## src/rtl/semafor_pkg.sv

```systemverilog
// Shared types and defaults for the multi-approach traffic-light controller.
package semafor_pkg;

    typedef enum logic [1:0] {
        ALL_RED = 2'd0,
        GREEN   = 2'd1,
        YELLOW  = 2'd2,
        FLASH   = 2'd3
    } state_e;

    localparam int T_GREEN_DEF  = 20;
    localparam int T_YELLOW_DEF = 3;
    localparam int T_ALLRED_DEF = 2;

    // Width of an approach index; never narrower than one bit.
    function automatic int dir_width(input int n_dir);
        return (n_dir > 1) ? $clog2(n_dir) : 1;
    endfunction

endpackage

```

## src/rtl/semafor_rr_arb.sv

```systemverilog
// Combinational round-robin finder: first requesting approach after cur,
// cur itself last; with no demand it falls back to cur+1.
module semafor_rr_arb
    import semafor_pkg::*;
#(
    parameter  int N_DIR = 4,
    localparam int DIR_W = dir_width(N_DIR)
) (
    input  logic [N_DIR-1:0] req,
    input  logic [DIR_W-1:0] cur,
    output logic [DIR_W-1:0] nxt
);

    always_comb begin
        int               idx;
        logic             found;
        logic [DIR_W-1:0] sel;
        found = 1'b0;
        idx   = (int'(cur) + 1) % N_DIR;
        sel   = DIR_W'(idx);
        nxt   = sel;
        for (int i = 1; i <= N_DIR; i++) begin
            idx = (int'(cur) + i) % N_DIR;
            sel = DIR_W'(idx);
            if (!found && req[sel]) begin
                nxt   = sel;
                found = 1'b1;
            end
        end
    end

endmodule

```

## src/rtl/semafor_ctrl_multi.sv

```systemverilog
// Traffic-light phase controller: one green approach at a time, round-robin
// on demand, with green extension, emergency all-red and flashing yellow.
module semafor_ctrl_multi
    import semafor_pkg::*;
#(
    parameter  int N_DIR    = 4,
    parameter  int CNT_W    = 8,
    parameter  int T_GREEN  = T_GREEN_DEF,
    parameter  int T_YELLOW = T_YELLOW_DEF,
    parameter  int T_ALLRED = T_ALLRED_DEF,
    localparam int DIR_W    = dir_width(N_DIR)
) (
    input  logic             clk_i,
    input  logic             rst_n_i,
    input  logic             tick_i,
    input  logic             enable_i,
    input  logic             emerg_i,
    input  logic [N_DIR-1:0] req_i,
    output logic [N_DIR-1:0] rosu_o,
    output logic [N_DIR-1:0] galben_o,
    output logic [N_DIR-1:0] verde_o,
    output logic [DIR_W-1:0] dir_o
);

    localparam int T_MAX = (1 << CNT_W) - 1;

    if (N_DIR < 2 || N_DIR > 8) begin : g_bad_n_dir
        $error("N_DIR must be within 2..8");
    end
    if (T_GREEN < 1 || T_GREEN > T_MAX || T_YELLOW < 1 || T_YELLOW > T_MAX ||
        T_ALLRED < 1 || T_ALLRED > T_MAX) begin : g_bad_durations
        $error("phase durations must be within 1..2^CNT_W-1");
    end

    localparam logic [CNT_W-1:0] GREEN_LD  = CNT_W'(T_GREEN - 1);
    localparam logic [CNT_W-1:0] YELLOW_LD = CNT_W'(T_YELLOW - 1);
    localparam logic [CNT_W-1:0] ALLRED_LD = CNT_W'(T_ALLRED - 1);

    state_e           state_q, state_d;
    logic [CNT_W-1:0] timer_q, timer_d;
    logic [DIR_W-1:0] dir_q, dir_d;
    logic             blink_q, blink_d;

    logic [DIR_W-1:0] arb_nxt;
    logic [N_DIR-1:0] dir_oh;
    logic [CNT_W-1:0] timer_dec;
    logic             expiry;
    logic             other_req;

    semafor_rr_arb #(.N_DIR(N_DIR)) u_arb (
        .req (req_i),
        .cur (dir_q),
        .nxt (arb_nxt)
    );

    assign dir_oh    = {{(N_DIR-1){1'b0}}, 1'b1} << dir_q;
    assign other_req = |(req_i & ~dir_oh);
    assign expiry    = (timer_q == '0) && tick_i;
    // Saturates at zero, which is what holds an extended green.
    assign timer_dec = (tick_i && timer_q != '0) ? timer_q - 1'b1 : timer_q;

    always_comb begin
        // NOTE: every output of this block gets a default first so no path can infer a latch.
        state_d = state_q;
        timer_d = timer_dec;
        dir_d   = dir_q;
        blink_d = blink_q;
        if (!enable_i) begin
            timer_d = timer_q;
            if (state_q == FLASH) begin
                blink_d = blink_q ^ tick_i;
            end else begin
                state_d = FLASH;
                blink_d = 1'b0;
            end
        end else begin
            case (state_q)
                ALL_RED: begin
                    if (emerg_i) begin
                        timer_d = ALLRED_LD;
                    end else if (expiry) begin
                        state_d = GREEN;
                        dir_d   = arb_nxt;
                        timer_d = GREEN_LD;
                    end
                end
                GREEN: begin
                    if (emerg_i || (expiry && other_req)) begin
                        state_d = YELLOW;
                        timer_d = YELLOW_LD;
                    end
                end
                YELLOW: begin
                    if (expiry) begin
                        state_d = ALL_RED;
                        timer_d = ALLRED_LD;
                    end
                end
                default: begin
                    state_d = ALL_RED;
                    timer_d = ALLRED_LD;
                end
            endcase
        end
    end

    always_ff @(posedge clk_i or negedge rst_n_i) begin
        // NOTE: sequential state uses non-blocking assignments so all registers update together.
        if (!rst_n_i) begin
            state_q <= ALL_RED;
            timer_q <= ALLRED_LD;
            dir_q   <= '0;
            blink_q <= 1'b0;
        end else begin
            state_q <= state_d;
            timer_q <= timer_d;
            dir_q   <= dir_d;
            blink_q <= blink_d;
        end
    end

    always_comb begin
        rosu_o   = '0;
        galben_o = '0;
        verde_o  = '0;
        case (state_q)
            GREEN: begin
                verde_o = dir_oh;
                rosu_o  = ~dir_oh;
            end
            YELLOW: begin
                galben_o = dir_oh;
                rosu_o   = ~dir_oh;
            end
            FLASH:   galben_o = {N_DIR{blink_q}};
            default: rosu_o = '1;
        endcase
    end

    assign dir_o = dir_q;

endmodule

```

## config.mk

```make
export PLATFORM = sky130hd
export DESIGN_NAME = semafor_ctrl_multi
export DESIGN_NICKNAME = d
export VERILOG_FILES = /design/src/rtl/semafor_pkg.sv /design/src/rtl/semafor_rr_arb.sv /design/src/rtl/semafor_ctrl_multi.sv
export SDC_FILE = /design/constraint.sdc
export NUM_CORES = 1
export LEC_CHECK = 0
export BUFFER_PORTS_ARGS = -buffer_cell sky130_fd_sc_hd__buf_2
export CORE_MARGIN = 10
export CORE_UTILIZATION = 45
export DETAILED_ROUTE_END_ITERATION = 8
export PLACE_DENSITY = 0.67
export SYNTH_ARGS = -nofsm -noshare
export SYNTH_HDL_FRONTEND = slang
export SYNTH_HIERARCHICAL = 1
export SYNTH_SLANG_ARGS = --single-unit
```

## constraint.sdc

```tcl
create_clock -name clk_i -period 3.7 [get_ports clk_i]
set_clock_uncertainty 0.2 [all_clocks]
set_input_delay 0.185 -clock clk_i [delete_from_list [all_inputs] [get_ports clk_i]]
set_output_delay 0.185 -clock clk_i [all_outputs]
set_load 0.1 [all_outputs]
```

Word level (Yosys, flattened, before mapping). Cells that the tools add are included.

Register bits after elaboration: 13. Output and inout bits: 14. Word-level logic and storage cells: 74.

Equality and inequality tests: 8. Reduce and logical (&&, ||, !) cells: 17. $lt $le $gt $ge: 4. Bitwise operators: 4. Muxes and demuxes: 31. Add/subtract/negate cells: 5. Shift operators: 1.

Operators with widths (count): $mux W8 (5); $pmux W8 S3 (1); $mux W2 (9); $pmux W4 S2 (2); $lt A2 B3 Y1 const B (4); $ne A3 B3 Y1 const B (4); $bmux W1 S2 (4); $logic_not A8 Y1 (1); $mux W1 (8); $reduce_bool A8 Y1 (1); $sub A8 B1 Y8 const B (1); $logic_and A1 B1 Y1 (6); $pmux W2 S3 (1); $reduce_and A5 Y1 (1); $add A2 B1 Y2 const B (2); $add A2 B2 Y2 const B (2); $and A4 B4 Y4 (1); $eq A2 B2 Y1 const B (2); $mux W4 (1); $not A4 Y4 (1); $reduce_and A4 Y1 (1); $reduce_or A4 Y1 (1); $shl A1 B2 Y4 const A (1); $logic_not A1 Y1 (3); 7 further kinds (7).

Longest topological paths before layout. Gate-level depths: netlist of run 1.

Depth after elaboration: 13. Depth in mapped cells: 9. Depth with buffers taken out: 7.

By module. The synthesis of run 1 kept the hierarchy.

By module, submodules not included: semafor_ctrl_multi (times used 1, cells each 146, area an instance 1171.1 µm², seq. area each 326.6 µm²); semafor_rr_arb (times used 1, cells each 17, area an instance 105.1 µm², seq. area each 0.0 µm²).

Worst setup path after synthesis of run 1. Ideal clock, no wire load.

Path type: register -> output. Start: register dir_q[1], in the netlist dir_o[1]. End: output port galben_o[0]. Stages on the path, launching flop included: 3. Slack: -0.053 ns. Arrival time: 3.368 ns. Buffers on the path: 1. Cells stage by stage: dfrtp_1 > clkbuf_1 > o31ai_1.

Word-level cells in the longest chain between the ends: 2.

RTL lines: start: declaration (RTL line semafor_ctrl_multi.sv:41) `logic [DIR_W-1:0] dir_q, dir_d;`; start signal: assignment (RTL line semafor_ctrl_multi.sv:117) `dir_q <= dir_d;`; $shl A1 B2 Y4 (RTL line semafor_ctrl_multi.sv:56) `assign dir_oh = {{(N_DIR-1){1'b0}}, 1'b1} << dir_q;`; $pmux W4 S2 (RTL line semafor_ctrl_multi.sv:126) `case (state_q)`; end: declaration (RTL line semafor_ctrl_multi.sv:20) `output logic [N_DIR-1:0] galben_o,`.

Every way passes these cells.

Worst setup path after layout of run 1.
Start: register timer_q[1]. End: register state_q[0].

Word-level cells in the longest chain between the ends: 6.

RTL lines: start: declaration (RTL line semafor_ctrl_multi.sv:40) `logic [CNT_W-1:0] timer_q, timer_d;`; start signal: assignment (RTL line semafor_ctrl_multi.sv:116) `timer_q <= timer_d;`; $logic_not A8 Y1 (*) (RTL line semafor_ctrl_multi.sv:58) `assign expiry = (timer_q == '0) && tick_i;`; $logic_and A1 B1 Y1 (*) (RTL line semafor_ctrl_multi.sv:58); $logic_and A1 B1 Y1 (RTL line semafor_ctrl_multi.sv:88) `if (emerg_i || (expiry && other_req)) begin`; $logic_or A1 B1 Y1 (RTL line semafor_ctrl_multi.sv:88); $ne A3 B3 Y1 (no line); $reduce_and A5 Y1 (no line) (*); end signal: assignment (RTL line semafor_ctrl_multi.sv:115) `state_q <= state_d;`; end: declaration (RTL line semafor_ctrl_multi.sv:39) `state_e state_q, state_d;`.

Mark *: on every way between the ends. The rest lies on a longest branch, timed or not. A chain may end at the register's enable or synchronous reset.

==> results of run 1 <==
-- through the flow --
stage	hold slack (ns)	setup slack, ns
6_report	0.0811	1.15
5_1_grt	0.117	0.986
4_1_cts	0.0810	1.19
3_5_place_dp	-0.102	1.21
3_3_place_gp	-0.108	1.31
2_1_floorplan	-0.311	0.360
-- sequential cells by signal, summed over array words and instances (netlist names) --
| register | count |
|---|---|
| blink_q | 1 |
| state_q | 2 |
| dir_o | 2 |
| timer_q | 8 |
-- what timing repair did --
item	CTS	global route
setup endpoints to repair	0	0
endpoints found under the hold margin	13	0
resized for setup	0	0
hold buffers	1	0
-- critical path: cells and delay by family (launching register included) --
kind | cells | cell delay (ns)
simple gates | 2 | 0.84
compound gates | 3 | 0.73
flops | 1 | 0.41
fa+ha+maj | 1 | 0.15
buf+inv | 1 | 0.11
-- worst paths after layout --
path	slack [ns]	to
max	1.15	state_q[0]
min	0.08	timer_q[7]
max reg2reg	1.15	state_q[0]
min reg2reg	0.33	timer_q[7]
max in group asynchronous	2.90	timer_q[0]
min in group asynchronous	0.12	timer_q[7]
-- kinds of logic (layout without fill, tap and decap cells) --
kind of cell	after synthesis	in the layout	synth area share
AO/OA/AOI/OAI	56	56	0.324
XOR/XNOR	2	2	0.0137
adder cells (fa/ha/maj)	6	6	0.0588
buffers and inverters	23	41	0.0745
flip-flops	13	13	0.256
multiplexers	4	4	0.0333
AND/OR/NAND/NOR	59	59	0.240
-- layer usage --
metal,part of all wire,routed length (um),vias to the layer above,GRT usage
met3,0.068,231,4,0.0296
met4,0.013,44,0,0.0549
met5,0,0,-,0
li1,-,-,650,-
met2,0.45,1540,52,0.192
met1,0.47,1590,654,0.160
-- layout make-up --
type                    instances  area (um2)  area share
multi-input cells             127         860       0.604
flip-flops and latches         13         327       0.229
repair buffers                 23         120      0.0844
inverters                      14        52.6      0.0369
well taps                      31        38.8      0.0272
clock buffers                   4        26.3      0.0185
-- cells in the final DEF, fill, tap and decap left out, types with 2 or more instances in the layout --
cell | Yosys | routed
a21o_1 | 2 | 2
a21oi_1 | 8 | 8
a22oi_1 | 3 | 3
a31oi_1 | 5 | 5
and2_1 | 2 | 2
and3_1 | 2 | 2
buf_2 | 1 | 22
clkbuf_4 | 0 | 3
dfrtp_1 | 12 | 12
ha_1 | 6 | 6
inv_1 | 14 | 14
mux2_2 | 2 | 2
mux2i_1 | 2 | 2
nand2_1 | 10 | 10
nand2b_1 | 4 | 4
nand3_1 | 7 | 7
nand4_1 | 2 | 2
nor2_1 | 12 | 12
nor2b_1 | 5 | 5
nor3_1 | 8 | 8
o211a_1 | 2 | 2
o211ai_1 | 4 | 4
o21a_1 | 2 | 2
o21ai_0 | 4 | 4
o21ai_1 | 2 | 2
o21bai_1 | 2 | 2
o221ai_1 | 5 | 5
o311a_1 | 2 | 2
o41ai_1 | 2 | 2
or3_1 | 2 | 2
xnor2_1 | 2 | 2
==> impl_metrics.tcl, run 1 <==
set metrics [dict create \
    crit_slowest_cell "or3b_1" \
    fin_tns_setup_ns 0 \
    worstSetupEndpointType "flip-flop" \
    rows 19 \
    cpPeakStageDelay_ns 0.50 \
    cts_setup_buffers 0 \
    period_needed_ns 2.55 \
    grt_pass1_vias 1265 \
    grt_max_degree 19 \
    synth-seq-cells 13 \
    cp.arrival_ns 2.52 \
    drtIter0Drc 125 \
    drcViolationCount 0 \
    dieArea_um2 5370 \
    rsz0062_at_grt "no" \
    grt-ovfl-total 0 \
    relSlewSlack 0.625 \
    place_hpwl_mm 2.56 \
    status "finished, final reports clean" \
    fmax_mhz 392 \
    synth_top_area_frac 0.235 \
    chipWidth_um 73.3 \
    hold_depth 2 \
    synth_nets 178 \
    fin_area_um2 1420 \
    synth_flop_cell "dfrtp_1" \
    core_area_um2 2730 \
    clk_pin_slew_ns 0.09 \
    synthCells 163 \
    synthTopCellsByArea "dfrtp_1, ha_1, inv_1" \
    syn-cell-area_um2 1280 \
    setup_violations 0 \
    worstPathCellList "inv_1 > ha_1 > or3b_1 > nor3_2 > a31oi_1 > a2111o_1 > o311a_1" \
    yosys.area.top_type "dfrtp_1" \
    drtPass1Iterations 4 \
    fillers 250 \
    cts_root_buf "clkbuf_4" \
    ys_top_cells_by_count "inv_1, dfrtp_1, nor2_1" \
    final_util 0.521 \
    grt_pass1_wl_mm 5.62 \
    io_buffers 22 \
    maxCapViolations 0 \
    diodes 0 \
    slew_viol_final 0 \
    synthArstFlopShare 1.00 \
    reg2reg_depth 7 \
    initial_core_util 0.467 \
    antenna_found_initial 0 \
    hold_path_class "in2reg" \
    cp_data_required_time_ns 3.67 \
    hp-start "enable_i" \
    r2r-start "timer_q[1]" \
    cts_made_buffers 3 \
    cts.sinks 13 \
    grt_use_total 0.125 \
    tightest_slew_ns 0.563 \
    finalNetCount 197 \
    placed_cells 207 \
    worstSetupPathType "reg2reg" \
    synth_edf_count 0 \
    cp-start-kind "flip-flop" \
    fin_cells 212 \
    crit_start "timer_q[1]" \
    synth_area_per_cell_um2 7.83 \
    drt_wl_total_mm 3.40 \
    synth_warnings 6 \
    clockBufferDepth 2 \
    via_count 1360 \
    pin_count 23 \
    fin_crit_sh 0.689 \
    hold_viol_final 0 \
    wire_per_inst_um 16.1 \
    routed_via_density 6.42 \
    synth_most_common_cell "inv_1" \
    postRouteAntennaNets 0 \
    gp_congestion 0.860 \
    postPlaceCellArea_um2 1390 \
    path_max_fanout 10 \
    yosysUniqueCellTypes 50 \
    cts_max_level 1 \
    cts_tree "yes" \
    ys_seq_area_frac 0.256 \
    clock_latency_ns 0.28 \
    die_y_um 73.3 \
    drive_gt1_frac 0.177 \
    area_delta_synth_final_pct 11.6 \
]
Power of run 1 is not shown: default switching activity piles up to over one toggle a cycle in this logic, so the estimate is an artifact.
==> run 2: changes to the inputs <==
--- a/config.mk
+++ b/config.mk
@@ -9,7 +9,7 @@
 export CORE_MARGIN = 10
 export CORE_UTILIZATION = 45
 export DETAILED_ROUTE_END_ITERATION = 8
-export PLACE_DENSITY = 0.67
+export PLACE_DENSITY = 0.69
 export SYNTH_ARGS = -nofsm -noshare
 export SYNTH_HDL_FRONTEND = slang
 export SYNTH_HIERARCHICAL = 1
==> constraint.sdc (replaced) <==
create_clock -name clk_i -period 2.05 [get_ports clk_i]
set_clock_uncertainty 0.2 [all_clocks]
set_input_delay 0.1025 -clock clk_i [delete_from_list [all_inputs] [get_ports clk_i]]
set_output_delay 0.1025 -clock clk_i [all_outputs]
set_load 0.1 [all_outputs]
==> impl_metrics.tcl, run 2 (same netlist as run 1, synthesis figures left out) <==
set metrics [dict create \
    r2r-end "state_q[0]" \
    postRouteAntennaNets 0 \
    finalNetCount 230 \
    core_area_um2 2730 \
    grt_use_total 0.169 \
    cts.sinks 13 \
    cp-start-kind "flip-flop" \
    rows 19 \
    cts_max_level 1 \
    multiInputGateArea_um2 1090 \
    slew_viol_final 0 \
    cpPeakStageDelay_ns 0.42 \
    cts_tree "yes" \
    relSlewSlack 0.675 \
    dieArea_um2 5370 \
    met3_usage 0.0485 \
    wire_per_inst_um 18.2 \
    cp.arrival_ns 2.17 \
    fillers 179 \
    place_worst_setup_slack_ns -0.212 \
    drcViolationCount 0 \
    reg2reg_depth 6 \
    drtPass1Iterations 5 \
    initial_core_util 0.467 \
    drive_gt1_frac 0.491 \
    drtIter0Drc 189 \
    area_delta_synth_final_pct 64.2 \
    grt_pass1_wl_mm 7.29 \
    die_y_um 73.3 \
    holdPathEnd "blink_q" \
    cp_top_family "simple AND/OR/NAND/NOR gates" \
    grt_pass1_vias 1530 \
    postPlaceCellArea_um2 1850 \
    fin_tns_setup_ns -0.841 \
    hp-start "enable_i" \
    diodes 0 \
    io_buffers 22 \
    final_cell_mix "buf_4, buf_12, nor2_1, dfrtp_1, buf_2" \
    drt_wl_total_mm 4.46 \
    clockBufferDepth 2 \
    chipWidth_um 73.3 \
    largest_reg_flops 8 \
    setup_ws_ns -0.126 \
    period_needed_ns 2.18 \
    hold_depth 3 \
    via_count 1541 \
    final_util 0.767 \
    antenna_found_initial 0 \
    grt_busiest_layer "met2" \
    pin_count 23 \
    worstSetupPathType "reg2reg" \
    rsz0062_at_grt "yes" \
    status "finished with violations" \
    violations "negative hold slack, negative setup slack" \
    place_hpwl_mm 3.02 \
    crit_slowest_cell "or3b_4" \
    rrSetupSlack_ns -0.13 \
    cts_made_buffers 3 \
    gp_congestion 0.882 \
    hold_path_class "in2reg" \
    clock_latency_ns 0.30 \
    worstPathCellList "inv_2 > ha_4 > or3b_4 > or3_4 > a2111o_1 > o311a_1" \
    tightest_slew_ns 0.491 \
    maxCapViolations 0 \
    clk_pin_slew_ns 0.10 \
    largest_register "timer_q" \
    fin_area_um2 2100 \
    use_met1 0.192 \
    cts_root_buf "clkbuf_4" \
    mostFrequentLayoutCell "buf_4" \
    grt_max_degree 18 \
    fmax_mhz 460 \
    cp_data_required_time_ns 2.04 \
    setup_violations 11 \
    hold_ws_ns -0.00647 \
    met2_usage 0.287 \
    seqCellArea_um2 334 \
    r2r-start "timer_q[1]" \
    worstSetupEndpointType "flip-flop" \
    path_max_fanout 6 \
    hold_viol_final 1 \
    worst-path-buf-inv 1 \
    grt-ovfl-total 0 \
    routed_via_density 6.29 \
    fin_crit_sh 1.06 \
]
## run 2: cell type report
class	count	share of cell area
Inverter	14	0.0251
Multi-Input combinational cell	127	0.518
Timing Repair Buffer	56	0.266
Tap cell	31	0.0185
Clock buffer	4	0.0125
Sequential cell	13	0.159
## run 2: worst reg2reg max path, stage by stage, from the launching register on
cell      delay, ns
dfrtp_1        0.40
inv_2          0.08
ha_4           0.11
or3b_4         0.42
or3_4          0.38
a2111o_1       0.37
o311a_1        0.11
## run 2: through the flow
stage	hold slack (ns)	cells
2_1_floorplan	-0.393	163
3_3_place_gp	-0.186	234
3_5_place_dp	-0.179	234
4_1_cts	0.000437	243
5_1_grt	0.0164	245
6_report	-0.00647	245
## run 2: how the worst max path moves through the flow
| stage | startpoint | endpoint | slack (ns) | depth (start not counted) |
|---|---|---|---|---|
| after floorplan | state_q[0] | rosu_o[2] | -0.30 | 4 |
| after global placement | timer_q[1] | state_q[0] | -0.11 | 6 |
| after detailed placement | timer_q[1] | timer_q[0] | -0.21 | 7 |
| after CTS | timer_q[1] | state_q[0] | -0.11 | 6 |
| after global routing | timer_q[1] | timer_q[0] | -0.19 | 7 |
| final | timer_q[1] | state_q[0] | -0.13 | 6 |
## run 2: timing repair
action	in CTS	in global routing
cloned	0	0
gates resized for setup	21	15
setup endpoints to repair	16	18
hold endpoints to repair	14	0
pin swaps	5	4
buffers inserted	3	2
hold buffers	2	0
## run 2: per-layer routing
layer	up-vias	wire length, um
li1	718	-
met1	738	1760
met2	65	2280
met3	20	275
met4	0	143
met5	-	0
Power of run 2 is left out for the same reason.
==> run 3: changes to the inputs <==
--- a/config.mk
+++ b/config.mk
@@ -9,6 +9,7 @@
 export CORE_MARGIN = 10
 export CORE_UTILIZATION = 45
 export DETAILED_ROUTE_END_ITERATION = 8
+export HOLD_SLACK_MARGIN = 0.03
 export PLACE_DENSITY = 0.69
 export SYNTH_ARGS = -nofsm -noshare
 export SYNTH_HDL_FRONTEND = slang
==> impl_metrics.tcl, run 3 (same netlist as run 1, synthesis figures left out) <==
set metrics [dict create \
    via_count 1562 \
    rows 19 \
    wire_per_inst_um 19.6 \
    dieArea_um2 5370 \
    drive_gt1_frac 0.493 \
    cts_made_buffers 3 \
    postRouteAntennaNets 0 \
    chipWidth_um 73.3 \
    initial_core_util 0.467 \
    cpPeakStageDelay_ns 0.42 \
    clock_latency_ns 0.30 \
    tightest_slew_ns 0.490 \
    gp_congestion 0.882 \
    fmax_mhz 455 \
    drtPass1Iterations 4 \
    r2r-start "timer_q[0]" \
    die_y_um 73.3 \
    rsz0062_at_grt "yes" \
    status "finished with violations" \
    grt-ovfl-total 0 \
    clockBufferDepth 2 \
    relSlewSlack 0.676 \
    cp_top_family "compound AO/OA/AOI/OAI gates" \
    worstPathCellList "inv_2 > ha_4 > or3b_4 > o311a_1 > o21bai_2 > a21oi_2 > a221oi_2" \
    hold_ws_ns 0.0312 \
    crit_start "timer_q[0]" \
    worstSetupEndpointType "flip-flop" \
    period_needed_ns 2.20 \
    area_delta_synth_final_pct 66.9 \
    final_util 0.779 \
    cp-start-kind "flip-flop" \
    core_area_um2 2730 \
    grt_max_degree 18 \
    grt_pass1_wl_mm 7.39 \
    cts_root_buf "clkbuf_4" \
    fillers 167 \
    routed_via_density 6.30 \
    worst-path-buf-inv 1 \
    crit_slowest_cell "or3b_4" \
    cts_max_level 1 \
    io_buffers 22 \
    cts_tree "yes" \
    final_cell_mix "buf_4, buf_12, nor2_1, dfrtp_1, buf_2" \
    antenna_found_initial 0 \
    fin_tns_setup_ns -1.00 \
    diodes 0 \
    pin_count 23 \
    cts.sinks 13 \
    drtIter0Drc 203 \
    grt_pass1_vias 1572 \
    setup_ws_ns -0.146 \
    hold_path_class "in2async" \
    violations "negative setup slack" \
    path_max_fanout 6 \
    hold_viol_final 0 \
    cp_data_required_time_ns 2.07 \
    clk_pin_slew_ns 0.10 \
    maxCapViolations 0 \
    drcViolationCount 0 \
    worstSetupPathType "reg2reg" \
    largest_reg_flops 8 \
    setup_violations 10 \
    fin_crit_sh 1.07 \
    place_hpwl_mm 3.02 \
    mostFrequentLayoutCell "buf_4" \
    cp.arrival_ns 2.22 \
    drt_wl_total_mm 4.87 \
    slew_viol_final 0 \
    finalNetCount 233 \
    grt_use_total 0.171 \
    largest_register "timer_q" \
]
-- run 3: cell count changes in the layout (fill, tap and decap cells not counted), sizes merged --
cell	change
dlygate4sd3	+3
-- run 3: final cells by class --
type / instances / area, um2 / area share
Clock buffer: 4 / 26.3 / 0.0123
Inverter: 14 / 52.6 / 0.0247
Sequential cell: 13 / 334 / 0.157
Tap cell: 31 / 38.8 / 0.0182
Multi-Input combinational cell: 127 / 1090 / 0.512
Timing Repair Buffer: 59 / 588 / 0.276
-- run 3: per-stage QoR --
stage | setup WS (ns) | std cells | area (um2)
final | -0.146 | 248 | 2130
after global routing | -0.257 | 248 | 2130
after CTS | -0.110 | 246 | 2050
after detailed placement | -0.212 | 234 | 1850
after global placement | -0.112 | 234 | 1850
after floorplan | -0.302 | 163 | 1380
-- run 3: routing by layer --
layer  part of all wire  global-route usage
met1               0.39               0.199
met2               0.53               0.288
met3              0.061              0.0404
met4              0.018              0.0738
met5                  0                   0
-- run 3: worst paths after layout --
check,slack [ns],to,cells after the start
min reg2reg,0.39,blink_q,2
max in group asynchronous,1.32,timer_q[0],2
max reg2reg,-0.15,timer_q[0],7
min in group clk_i,0.07,dir_o[1],3
min,0.03,dir_o[1],2
max,-0.15,timer_q[0],7
-- run 3: what timing repair did --
| item | CTS | global route |
|---|---|---|
| buffers inserted | 3 | 2 |
| setup endpoints to repair | 16 | 18 |
| hold endpoints to repair | 17 | 0 |
| resized for setup | 21 | 17 |
| hold buffers | 5 | 0 |
| pin swaps | 5 | 4 |
-- run 3: worst register-to-register path: stages (launching register included) --
cell and delay [ns]:
dfstp_2 0.39, inv_2 0.08, ha_4 0.12, or3b_4 0.42, o311a_1 0.35, o21bai_2 0.22, a21oi_2 0.09, a221oi_2 0.24
Power of run 3 is left out for the same reason.
